--- config.mk ---
export PLATFORM = sky130hd
export DESIGN_NAME = serial_full_adder
export DESIGN_NICKNAME = d
export VERILOG_FILES = /design/src/rtl/serial_full_adder.sv
export SDC_FILE = /design/constraint.sdc
export NUM_CORES = 1
export LEC_CHECK = 0
export BUFFER_PORTS_ARGS = -buffer_cell sky130_fd_sc_hd__buf_2
export CAP_MARGIN = 20
export CORE_MARGIN = 3
export CORE_UTILIZATION = 50
export CTS_CLUSTER_SIZE = 40
export DETAILED_ROUTE_END_ITERATION = 8
export GPL_ROUTABILITY_DRIVEN = 0
export PLACE_DENSITY = 0.73
export SLEW_MARGIN = 10
export SYNTH_ARGS = -nofsm -noshare
export SYNTH_HDL_FRONTEND = slang
export SYNTH_SLANG_ARGS = --single-unit
--- constraint.sdc ---
create_clock -name clk -period 3.6 [get_ports clk]
set_input_delay 0.18 -clock clk [delete_from_list [all_inputs] [get_ports clk]]
set_output_delay 0.18 -clock clk [all_outputs]
set_load 0.005 [all_outputs]
--- src/rtl/serial_full_adder.sv ---
// Bit-serial WIDTH-bit adder: one full-adder cell plus a carry flop, LSB first.
// Define SERIAL_FULL_ADDER_OVF_EN to add the registered signed-overflow output ovf.
module serial_full_adder #(
  parameter int WIDTH = 8
) (
  input  logic             clk,
  input  logic             rst_n,
  input  logic             start,
  input  logic [WIDTH-1:0] a,
  input  logic [WIDTH-1:0] b,
  input  logic             cin,
  output logic             busy,
  output logic             done,
  output logic [WIDTH-1:0] sum,
  output logic             cout
`ifdef SERIAL_FULL_ADDER_OVF_EN
  ,
  output logic             ovf
`endif
);

  localparam int CNT_W = (WIDTH > 1) ? $clog2(WIDTH) : 1;
  localparam logic [CNT_W-1:0] LAST_CNT = CNT_W'(WIDTH - 1);
  localparam logic [CNT_W-1:0] CNT_ONE  = CNT_W'(1);

  typedef enum logic [1:0] {
    S_IDLE,
    S_RUN,
    S_DONE
  } state_e;

  state_e           state_q;
  logic [WIDTH-1:0] a_sh_q;
  logic [WIDTH-1:0] b_sh_q;
  logic [WIDTH-1:0] s_sh_q;
  logic             carry_q;
  logic [CNT_W-1:0] cnt_q;
  logic             busy_q;
  logic             done_q;
  logic [WIDTH-1:0] sum_q;
  logic             cout_q;
`ifdef SERIAL_FULL_ADDER_OVF_EN
  logic             ovf_q;
`endif

  // Full-adder cell operating on the current LSBs.
  logic             bit_s;
  logic             carry_d;
  logic [WIDTH-1:0] s_sh_d;

  assign bit_s   = a_sh_q[0] ^ b_sh_q[0] ^ carry_q;
  assign carry_d = (a_sh_q[0] & b_sh_q[0]) | (a_sh_q[0] & carry_q) | (b_sh_q[0] & carry_q);

  // NOTE: every signal written in always_comb gets a default first, so no latch is inferred.
  always_comb begin
    s_sh_d            = s_sh_q >> 1;
    s_sh_d[WIDTH-1]   = bit_s;
  end

  // NOTE: sequential state uses non-blocking assignments only; the shift registers are
  // reset too, so no stale operand bits survive an aborted operation.
  always_ff @(posedge clk or negedge rst_n) begin
    if (!rst_n) begin
      state_q <= S_IDLE;
      a_sh_q  <= '0;
      b_sh_q  <= '0;
      s_sh_q  <= '0;
      carry_q <= 1'b0;
      cnt_q   <= '0;
      busy_q  <= 1'b0;
      done_q  <= 1'b0;
      sum_q   <= '0;
      cout_q  <= 1'b0;
`ifdef SERIAL_FULL_ADDER_OVF_EN
      ovf_q   <= 1'b0;
`endif
    end else begin
      case (state_q)
        // The DONE edge also accepts a start so back-to-back adds run every WIDTH+1 cycles.
        S_IDLE, S_DONE: begin
          done_q <= 1'b0;
          if (start) begin
            a_sh_q  <= a;
            b_sh_q  <= b;
            carry_q <= cin;
            cnt_q   <= '0;
            busy_q  <= 1'b1;
            state_q <= S_RUN;
          end else begin
            busy_q  <= 1'b0;
            state_q <= S_IDLE;
          end
        end
        S_RUN: begin
          a_sh_q  <= a_sh_q >> 1;
          b_sh_q  <= b_sh_q >> 1;
          s_sh_q  <= s_sh_d;
          carry_q <= carry_d;
          if (cnt_q == LAST_CNT) begin
            cnt_q   <= '0;
            sum_q   <= s_sh_d;
            cout_q  <= carry_d;
`ifdef SERIAL_FULL_ADDER_OVF_EN
            // carry_q is the carry into the MSB on this final edge.
            ovf_q   <= carry_q ^ carry_d;
`endif
            done_q  <= 1'b1;
            state_q <= S_DONE;
          end else begin
            cnt_q   <= cnt_q + CNT_ONE;
          end
        end
        default: begin
          busy_q  <= 1'b0;
          done_q  <= 1'b0;
          state_q <= S_IDLE;
        end
      endcase
    end
  end

  assign busy = busy_q;
  assign done = done_q;
  assign sum  = sum_q;
  assign cout = cout_q;
`ifdef SERIAL_FULL_ADDER_OVF_EN
  assign ovf  = ovf_q;
`endif

endmodule

**Word level (Yosys, flattened, before mapping)**

Index checks and enable logic that the tools add are counted.

- Register bits: 41
- Output and inout bits: 11
- Logic and storage cells: 44

- Add/subtract/negate cells: 1
- Equal/unequal tests: 5
- Multiplexer cells: 16
- Bitwise logic cells: 7
- Reductions and logical operators: 5

Operators by type and width:

| operator | count |
|---|---|
| 8-bit one-hot mux with 2 select lines | 2 |
| 8-bit 2-to-1 mux | 2 |
| 3-bit 2-to-1 mux | 2 |
| 3-bit one-hot mux with 2 select lines | 1 |
| 1-bit 2-to-1 mux | 5 |
| 2-bit inequality test, second input constant | 2 |
| 1-bit one-hot mux with 2 select lines | 2 |
| 2-bit one-hot mux with 2 select lines | 1 |
| 2-bit AND reduction | 2 |
| 3-bit by 1-bit adder with 3-bit output, second input constant | 1 |
| 1-bit bitwise AND | 3 |
| 3-bit equality test, second input constant | 1 |
| 2-bit by 1-bit equality test with 1-bit output, second input constant | 1 |
| 2-bit equality test, second input constant | 1 |
| 2-bit zero test | 1 |
| 2-bit 2-to-1 mux | 1 |
| 1-bit OR | 2 |
| 2-bit nonzero test | 1 |
| 2-bit OR reduction | 1 |
| 1-bit XOR | 2 |

**Depth between registers and ports, before layout**

Gate-level depths: netlist of the first run.

- Word-level depth: 4
- Mapped depth: 5
- Mapped depth without buffers: 5

**Worst setup path after synthesis of the first run**

Ideal clock, no wire load.

- Path type: register to register
- Start point: register cnt_q[0]
- End point: register cnt_q[2]
- Setup time: 0.121 ns
- Data arrival time: 1.297 ns
- Required time: 3.479 ns
- Path slack: 2.182 ns
- Cell stages (with the launch flop): 5
- Path buffers: 0
- Cell sequence: dfrtp_1 ha_1 ha_1 mux2_2 a22o_1

- Word-level cells in the longest chain between the ends: 3
- Elaborated cells between the ends (all ways): 4
- Those cells by class: add/sub (1); eq/ne (1); mux (2)

RTL lines:

| item | line | RTL |
|---|---|---|
| start, declared | 37 | `logic [CNT_W-1:0] cnt_q;` |
| start signal, assigned | 110 | `cnt_q <= cnt_q + CNT_ONE;` |
| 3-bit by 1-bit adder with 3-bit output / 3-bit equality test (equally long branches) | 110, 99 |  |
| 3-bit 2-to-1 mux (*) | 99 | `if (cnt_q == LAST_CNT) begin` |
| 3-bit one-hot mux with 2 select lines (*) | 78 | `case (state_q)` |

Every way passes the cells marked *; elsewhere a longest branch is shown, timed or not.
A chain may end at the register's enable or synchronous reset.

**Worst setup path in the final report of the first run**

- Start point: register state_q[0]
- End point: register sum_q[6] (netlist: sum[6])

- Word-level cells in the longest chain between the ends: 2

RTL lines:

| item | line | RTL |
|---|---|---|
| start, declared | 32 | `state_e state_q;` |
| start signal, assigned | 64 | `state_q <= S_IDLE;` |
| start signal, assigned | 88 | `state_q <= S_RUN;` |
| start signal, assigned | 91 | `state_q <= S_IDLE;` |
| 2-bit by 1-bit equality test with 1-bit output | 78 |  |
| 2-bit AND reduction (no line) | - |  |
| end signal, assigned | 101 | `sum_q <= s_sh_d;` |
| end, declared | 40 | `logic [WIDTH-1:0] sum_q;` |

No other way between the ends.

==> impl_metrics.yaml, run 1 <==
floorplanning:
  initial_utilization_pct: 54.88
  pin_count: 31
  dieArea_sq_mm: 0.004263
  fp.dieH_um: 65.30
  fp.dieW_um: 65.30
  core_region_area_sq_mm: 0.003203
  rows: 20
clock_network:
  cts.sink_count: 39
  cts-buffers-inserted: 5
  postCtsResizedCells: 0
  clkLatencyLatePin_ns: 0.35
  htree_levels: 2
  clockBufferDepth: 2
  cts_tree: "yes"
  clkSlewWorstSetupHoldPaths_ns: 0.12
  cts-root-buf: "clkbuf_4"
synth:
  synth_nets: 178
  synth_edf_count: 0
  syn_inst: 155
  synth_most_common_cell: "dfrtp_1"
  postSynthAreaPerCell_sq_um: 11.34
  yosys_most_used_dff: "dfrtp_1"
  syn_area_sq_mm: 0.001758
  ys_seq_area_share_pct: 55.52
  synth-seq-cells: 39
  synth.area.top_cells: "dfrtp_1 56%, mux2_4 7.7%, nand2_1 4.9%, mux2i_1 4.6%, nor2b_1 3.6%"
  synth.top_cell.area_share_pct: 55.52
  ys_types: 23
  async_flop_share_pct: 100.0
  ys_top_cells_by_count: "39 x dfrtp_1, 23 x nand2_1, 10 x nor2b_1, 9 x mux2_4, 9 x nor2_1"
  yosys_warnings: 0
  yosys.area.top_type: "dfrtp_1"
placed_design:
  dp_hpwl_um: 2303
  dp_slack_ns: 1.763
  port_buffers: 30
  dp_cells: 220
sta:
  setup_ws_ns: 1.726
  fin_hold_ws_ns: 0.05569
  drv_slew: 0
  hold_violations: 0
  fin_crit_sh_pct: 52.06
  grt_setup_unrepaired: "false"
  skew_ns: 0.01222
  fin_crit_ns: 1.874
  fmax_mhz: 533.6
  tightestPinTransition_ns: 0.8413
  slew_headroom_pct: 43.91
  fin_tns_setup_ns: 0
  finalSetupViolations: 0
flow_run:
  cap_violations: 0
critical_path:
  worstSetupEndpointType: "flip-flop"
  start_kind: "flip-flop"
  required_ns: 3.84
  worst-path-max-fanout: 24
  critPathArrivalTime_ns: 2.12
  critPathKind: "flip-flop to flip-flop"
power:
  p_leak_uw: 0.0009900
  ir_drop_uv: 470.9
  p_per_area_mw_per_mm2: 868.8
detailed_routing:
  routed_via_density: 5.384
  postRouteAntennaNets: 0
  drt_iter0_markers: 60
  drt-total-wl_um: 3312
  drc: 0
  wire_per_inst_um: 14.46
  first_pass_iters: 4
  via_count: 1233
layout:
  fillers: 278
  drive_above_1_share_pct: 27.57
  layout.nets: 207
  area_growth_pct: 14.80
  final_cells: 229
  antenna_cells: 0
  finalCoreUtilization_pct: 63.01
global_routing:
  grt_pass1_vias: 1266
  antenna_found_initial: 0
  grtUsageTotal_pct: 17.58
  overflow: 0
  grt_pass1_wl_um: 5706
  grt_max_degree: 40
hold_path:
  hp-class: "input port to flip-flop"
outcome:
  status: "finished clean"
-- placed cells by master, fill, tap and decap left out, types with 2 or more instances in the layout --
master    netlist  final
nor3_1          8      8
nor2b_1        10     10
mux2i_1         8      8
o22ai_1         7      7
nand2_1        23     23
mux2_4          9      9
a21oi_1         8      8
a22o_1          5      5
buf_2           5     30
ha_1            2      2
dfrtp_1        39     39
a211oi_1        8      8
mux2_2          2      2
clkbuf_4        0      5
nor2_1          9      9
nand2b_1        2      2
-- cell families (layout without fill, tap and decap cells) --
family          count (synthesis)  in the layout  share of synthesized area [%]
compound gates                 30             30                          11.39
fa+ha+maj                       3              3                          2.562
mux                            19             19                          13.52
flops                          39             39                          55.52
simple gates                   53             53                          14.02
buf+inv                        11             41                          2.989
-- repair_timing --
action | in CTS | in global routing
hold endpoints to repair | 39 | 0
hold buffers | 1 | 0
endpoints found under the setup margin | 0 | 0
buffers inserted | 0 | 0
-- layout make-up --
class / instances / area [sq um] / area share (%)
Clock buffer: 6 / 51.30 / 2.542
Clock inverter: 2 / 35.03 / 1.736
Inverter: 1 / 3.754 / 0.1860
Multi-Input combinational cell: 105 / 729.5 / 36.14
Sequential cell: 39 / 975.9 / 48.36
Tap cell: 44 / 55.05 / 2.728
Timing Repair Buffer: 32 / 167.7 / 8.307
-- metrics by stage --
| stage | area, sq um | total power, uW |
|---|---|---|
| global route | 2018 | 1904 |
| global placement | 1922 | 1413 |
| CTS | 2018 | 1777 |
| floorplan | 1758 | 1276 |
| detailed placement | 1922 | 1468 |
| finish | 2018 | 1753 |
-- registers in the layout, indices dropped and copies added, names as in the netlist --
name	count
state_q	2
a_sh_q	8
carry_q	1
cnt_q	3
busy	1
b_sh_q	8
s_sh_q	7
sum	8
cout	1
-- final timing paths --
check	from	to	slack (ns)	depth (start not counted)
worst min register to register	s_sh_q[1]	s_sh_q[1]	0.49	2
worst max-delay path	state_q[0]	sum[6]	1.73	4
worst max register to register	state_q[0]	sum[6]	1.73	4
min in group asynchronous	rst_n	cout	0.47	2
worst min-delay path	a[7]	a_sh_q[7]	0.06	2
max in group asynchronous	rst_n	b_sh_q[3]	2.59	2
-- metal layers --
| metal | vias to the layer above | GRT usage (%) | part of all wire (%) |
|---|---|---|---|
| li1 | 598 | - | - |
| met1 | 604 | 21.89 | 45 |
| met2 | 25 | 28.07 | 49 |
| met3 | 6 | 5.983 | 4.9 |
| met4 | 0 | 6.995 | 1.6 |
| met5 | - | 0 | 0 |
-- where the power goes --
group	switching (uW)	internal, uW	leakage [uW]
clock network	141	164	0.0000482
logic	291	340	0.000466
registers	174	643	0.000476
-- worst max-delay path, stage by stage (launching register included) --
cell and delay, ns:
dfrtp_1 0.82, nor2b_1 0.21, buf_4 0.24, nand2_4 0.16
mux2_4 0.33
Note: power is estimated with default switching activity, not from simulation.
==> run 2: changes to the inputs <==
- clock period: 3.6 -> 1.8 ns (I/O delays scaled with it)
==> run 2 against run 1 <==
  * Core utilization increased by 1.0 points
  * Clock-buffer cell count increased by 2
  * Sequential cell count unchanged
  * Fmax increased by 26%
  * Sequential share of layout area decreased by 0.77 points
  * Global-route usage increased by 0.073 points
  * Clock skew decreased by 0.010 ns
  * Final cell count increased by 2.6%
  * Die area unchanged
  * Via count increased by 2.4%
  * Critical path depth unchanged
  * Routed wire length decreased by 0.63%
  * Largest cell class unchanged
  * Largest power group unchanged
==> impl_metrics.yaml, run 2 (synthesis gave the netlist of run 1 again) <==
critical_path:
  r2r-start: "cnt_q[0]"
  cpMaxStageDelayCell: "dfrtp_1"
  rr_worst_depth: 4
  crit_chain: "ha_1 -> ha_1 -> mux2_2 -> a22o_1"
  start_kind: "flip-flop"
  worst-path-max-fanout: 4
  required_ns: 2.04
  critPathKind: "flip-flop to flip-flop"
  worstReg2RegEnd: "cnt_q[2]"
  path_common_cell: "ha_1"
  worstSetupEndpointType: "flip-flop"
  path_buf_inv: 0
  cp_top_family: "adder cells"
  critPathArrivalTime_ns: 1.72
  max_stage_delay_ns: 0.42
  rrSetupSlack_ns: 0.32
placed_design:
  dp_slack_ns: 0.3257
  dp_cells: 224
  dp_hpwl_um: 2267
  port_buffers: 30
detailed_routing:
  wire_per_inst_um: 14.00
  first_pass_iters: 4
  drt_iter0_markers: 70
  routed_via_density: 5.370
  via_count: 1262
  drc: 0
  drt-total-wl_um: 3291
  postRouteAntennaNets: 0
floorplanning:
  core_region_area_sq_mm: 0.003203
  fp.dieW_um: 65.30
  dieArea_sq_mm: 0.004263
  initial_utilization_pct: 54.88
  rows: 20
  fp.dieH_um: 65.30
  pin_count: 31
clock_network:
  cts-buffers-inserted: 5
  clkSlewWorstSetupHoldPaths_ns: 0.11
  cts.sink_count: 39
  clkLatencyLatePin_ns: 0.34
  cts-root-buf: "clkbuf_4"
  htree_levels: 2
  clockBufferDepth: 2
  cts_tree: "yes"
layout:
  layout.nets: 213
  multi_input_comb_area_sq_um: 729.5
  fillers: 284
  area_growth_pct: 16.65
  antenna_cells: 0
  seq_area_sq_um: 975.9
  final_cell_mix: "39 x dfrtp_1, 30 x buf_2, 23 x nand2_1"
  drive_above_1_share_pct: 28.27
  final_cells: 235
  layout_commonest_cell: "dfrtp_1"
sta:
  skew_ns: 0.002068
  fmax_mhz: 674.7
  finalSetupViolations: 0
  fin_tns_setup_ns: 0
  drv_slew: 0
  tightestPinTransition_ns: 0.8387
  fin_crit_ns: 1.482
  slew_headroom_pct: 44.09
  hold_violations: 0
  grt_setup_unrepaired: "false"
  fin_crit_sh_pct: 82.34
  setup_ws_ns: 0.3179
flow_run:
  cap_violations: 0
global_routing:
  antenna_found_initial: 0
  grt_max_degree: 40
  grt_pass1_wl_um: 5720
  overflow: 0
  grtUsageTotal_pct: 17.65
  grt_pass1_vias: 1307
power:
  p_per_area_mw_per_mm2: 1672
  ir_drop_uv: 776.2
  p_leak_uw: 0.001009
hold_path:
  min_to: "a_sh_q[1]"
  whs_path_depth: 3
  hp-class: "input port to flip-flop"
  hold_start: "a[1]"
outcome:
  status: "finished clean"
-- run 2: worst max-delay path by stage --
| stage | start | end | slack, ns | depth (start not counted) |
|---|---|---|---|---|
| 2_1_floorplan | cnt_q[0] | cnt_q[2] | 0.38 | 4 |
| 3_3_place_gp | cnt_q[0] | sum[1] | 0.37 | 4 |
| 3_5_place_dp | cnt_q[0] | cnt_q[2] | 0.33 | 4 |
| 4_1_cts | cnt_q[0] | cnt_q[2] | 0.31 | 4 |
| 5_1_grt | state_q[1] | a_sh_q[5] | 0.22 | 4 |
| 6_report | cnt_q[0] | cnt_q[2] | 0.32 | 4 |
-- run 2: worst min-delay path, cell delays in order --
cell	delay (ns)
buf_2	0.08
o22ai_1	0.08
nor2_1	0.09
-- run 2: what timing repair did --
action,CTS,global route
endpoints found under the hold margin,41,0
setup buffers,0,0
hold buffers,3,0
resized for setup,0,0
-- run 2: report_power, final --
group	internal (uW)	total [uW]	switching [uW]	leakage, uW
registers	1290	1560	277	0.000476
logic	707	1360	651	0.000495
clock network	230	507	277	0.0000386
total	2220	3430	1200	0.00101
-- run 2: layer usage --
layer	wire, um	up-vias	GRT usage, %	share of wire (%)
met5	0	-	0	0
met4	64	0	8.549	1.9
met3	136	7	4.274	4.1
met2	1614	28	29.71	49
met1	1475	615	21.10	45
li1	-	612	-	-
-- run 2: cell type report --
| type | count | share of cell area (%) |
|---|---|---|
| Clock buffer | 8 | 3.356 |
| Inverter | 1 | 0.1830 |
| Multi-Input combinational cell | 105 | 35.57 |
| Sequential cell | 39 | 47.59 |
| Tap cell | 44 | 2.685 |
| Timing Repair Buffer | 38 | 10.62 |
-- run 2: through the flow --
step | utilization [%] | hold WS [ns] | cell area, sq um | power, uW
2_1_floorplan | - | -0.2056 | 1758 | 2553
3_3_place_gp | 60.94 | 0.2303 | 1952 | 2855
3_5_place_dp | 60.94 | 0.2437 | 1952 | 2960
4_1_cts | 64.02 | 0.02324 | 2051 | 3472
5_1_grt | 64.02 | 0.01449 | 2051 | 3718
6_report | 64.02 | 0.02677 | 2051 | 3429
==> run 3: changes to the inputs <==
- CORE_UTILIZATION: 50 -> 49
- PLACE_DENSITY: 0.73 -> 0.74
- clock period: 1.8 -> 1.2 ns (I/O delays scaled with it)
==> run 3 against run 2 <==
  * The run now ends with setup timing left
  * Clock-buffer cell count is 2 lower
  * Sequential power increased by 54%
  * Total power increased by 86%
  * Sequential share of layout area fell by 9.0 points
  * Clock skew increased by 0.014 ns
  * Setup slack got worse by 0.50 ns
  * Hold slack got worse by 0.020 ns
  * Combinational power up 140%
  * Cell area is 23% higher
==> impl_metrics.yaml, run 3 (synthesis gave the netlist of run 1 again) <==
detailed_routing:
  via_count: 1437
  postRouteAntennaNets: 0
  wire_per_inst_um: 15.80
  routed_via_density: 5.322
  drt_iter0_markers: 73
  first_pass_iters: 4
  drc: 0
  drt-total-wl_um: 4267
critical_path:
  path_common_cell: "ha_4"
  cpMaxStageDelayCell: "dfrtp_1"
  rrSetupSlack_ns: -0.18
  required_ns: 1.44
  worst-path-max-fanout: 2
  max_stage_delay_ns: 0.44
  rr_worst_depth: 4
  start_kind: "flip-flop"
  critPathArrivalTime_ns: 1.62
  worstSetupEndpointType: "flip-flop"
  critPathKind: "flip-flop to flip-flop"
  worstReg2RegEnd: "cnt_q[2]"
  crit_chain: "ha_4 -> ha_4 -> mux2_4 -> a22o_1"
  r2r-start: "cnt_q[0]"
hold_path:
  min_to: "a_sh_q[0]"
  whs_path_depth: 3
  hp-class: "input port to flip-flop"
  hold_start: "a[0]"
placed_design:
  dp_slack_ns: -0.1800
  port_buffers: 30
  dp_hpwl_um: 2312
layout:
  layout_commonest_cell: "dfrtp_1"
  final_cell_mix: "38 x dfrtp_1, 30 x buf_2, 22 x nand2_1, 22 x buf_4"
  fillers: 205
  drive_above_1_share_pct: 45.98
  antenna_cells: 0
  area_growth_pct: 43.91
  layout.nets: 246
floorplanning:
  pin_count: 31
  rows: 21
  dieArea_sq_mm: 0.004342
  initial_utilization_pct: 51.86
  core_region_area_sq_mm: 0.003390
  fp.dieH_um: 65.90
  fp.dieW_um: 65.90
clock_network:
  cts-root-buf: "clkbuf_4"
  cts-buffers-inserted: 5
  cts_tree: "yes"
  clkLatencyLatePin_ns: 0.34
  clockBufferDepth: 2
  clkSlewWorstSetupHoldPaths_ns: 0.12
  cts.sink_count: 39
  htree_levels: 2
power:
  power_frac_comb_pct: 51.7
  p_per_area_mw_per_mm2: 2519
  clockPowerShare_pct: 10.6
  pwr-share-seq_pct: 37.7
  ir_drop_uv: 1362
  p_int_uw: 4026
  switching_share_pct: 36.82
  p_sw_uw: 2346
  p_leak_uw: 0.001222
global_routing:
  antenna_found_initial: 0
  grtUsageTotal_pct: 19.88
  grt_max_degree: 40
  grt_pass1_vias: 1484
  grt_pass1_wl_um: 6630
  overflow: 0
sta:
  fin_crit_sh_pct: 114.9
  setup_ws_ns: -0.1785
  fin_hold_ws_ns: 0.006647
  grt_setup_unrepaired: "true"
  slew_headroom_pct: 67.41
  finalSetupViolations: 14
  drv_slew: 0
  skew_ns: 0.01562
  tightestPinTransition_ns: 0.4888
  fin_crit_ns: 1.378
  hold_violations: 0
  fmax_mhz: 725.4
flow_run:
  cap_violations: 0
outcome:
  violations: "setup timing"
  status: "complete, but fails checks"
run 3: cell count changes in the layout (fill, tap and decap cells not counted), sizes merged:
cell         before  now
buf              35   60
dlygate4sd3       3   10
clkbuf            8    6
clkinv            0    1
clkinvlp          0    1
nand2            24   25
run 3: routing by layer:
layer  vias to the layer above  GRT usage, %  part of all wire [%]
li1                        675             -                     -
met1                       713         25.08                    42
met2                        36         33.54                    53
met3                        13         4.932                   3.9
met4                         0         5.959                   1.8
met5                         -             0                     0
run 3: worst max-delay path: cells and delay by family, from the launching register on:
| kind | cells | cell delay [ns] |
|---|---|---|
| flops | 1 | 0.44 |
| fa+ha+maj | 2 | 0.38 |
| compound gates | 1 | 0.20 |
| mux | 1 | 0.26 |
run 3: power groups by stage:
stage                     clock network [uW]  logic (uW)  registers [uW]
after global placement                     0        2390            2300
after floorplan                            0        1600            2300
after CTS                                661        2910            2340
after detailed placement                   0        2520            2340
after global routing                     744        3600            2470
final                                    674        3300            2400
run 3: through the flow:
stage	setup TNS [ns]	cell area, sq um	instances	util [%]	total power (uW)
floorplan	-0.7409	1785	155	-	3898
global placement	-0.8212	2107	241	62.16	4695
detailed placement	-1.313	2107	241	62.16	4854
CTS	-1.146	2409	266	71.06	5920
global route	-2.063	2530	270	74.64	6822
finish	-1.371	2530	270	74.64	6372
run 3: cell type report:
cell class	count	area, sq um	area share (%)
Clock buffer	6	41.29	1.632
Multi-Input combinational cell	106	899.6	35.56
Timing Repair Buffer	70	538.0	21.27
Tap cell	46	57.56	2.275
Sequential cell	39	977.2	38.63
Clock inverter	2	12.51	0.4946
Inverter	1	3.754	0.1484
run 3: how the worst max path moves through the flow:
stage | start | end | depth (start not counted)
6_report | cnt_q[0] | cnt_q[2] | 4
5_1_grt | cnt_q[0] | cnt_q[2] | 4
4_1_cts | cnt_q[1] | cnt_q[2] | 4
3_5_place_dp | cnt_q[1] | cnt_q[2] | 4
3_3_place_gp | cnt_q[1] | cnt_q[2] | 4
2_1_floorplan | cnt_q[0] | cnt_q[2] | 4
run 3: repair_timing:
| item | 4_1_cts | 5_1_grt |
|---|---|---|
| setup endpoints to repair | 22 | 32 |
| pin swaps | 4 | 17 |
| endpoints found under the hold margin | 48 | 0 |
| resized for setup | 14 | 22 |
| gates cloned | 2 | 0 |
| buffers inserted | 5 | 4 |
| hold buffers | 10 | 0 |
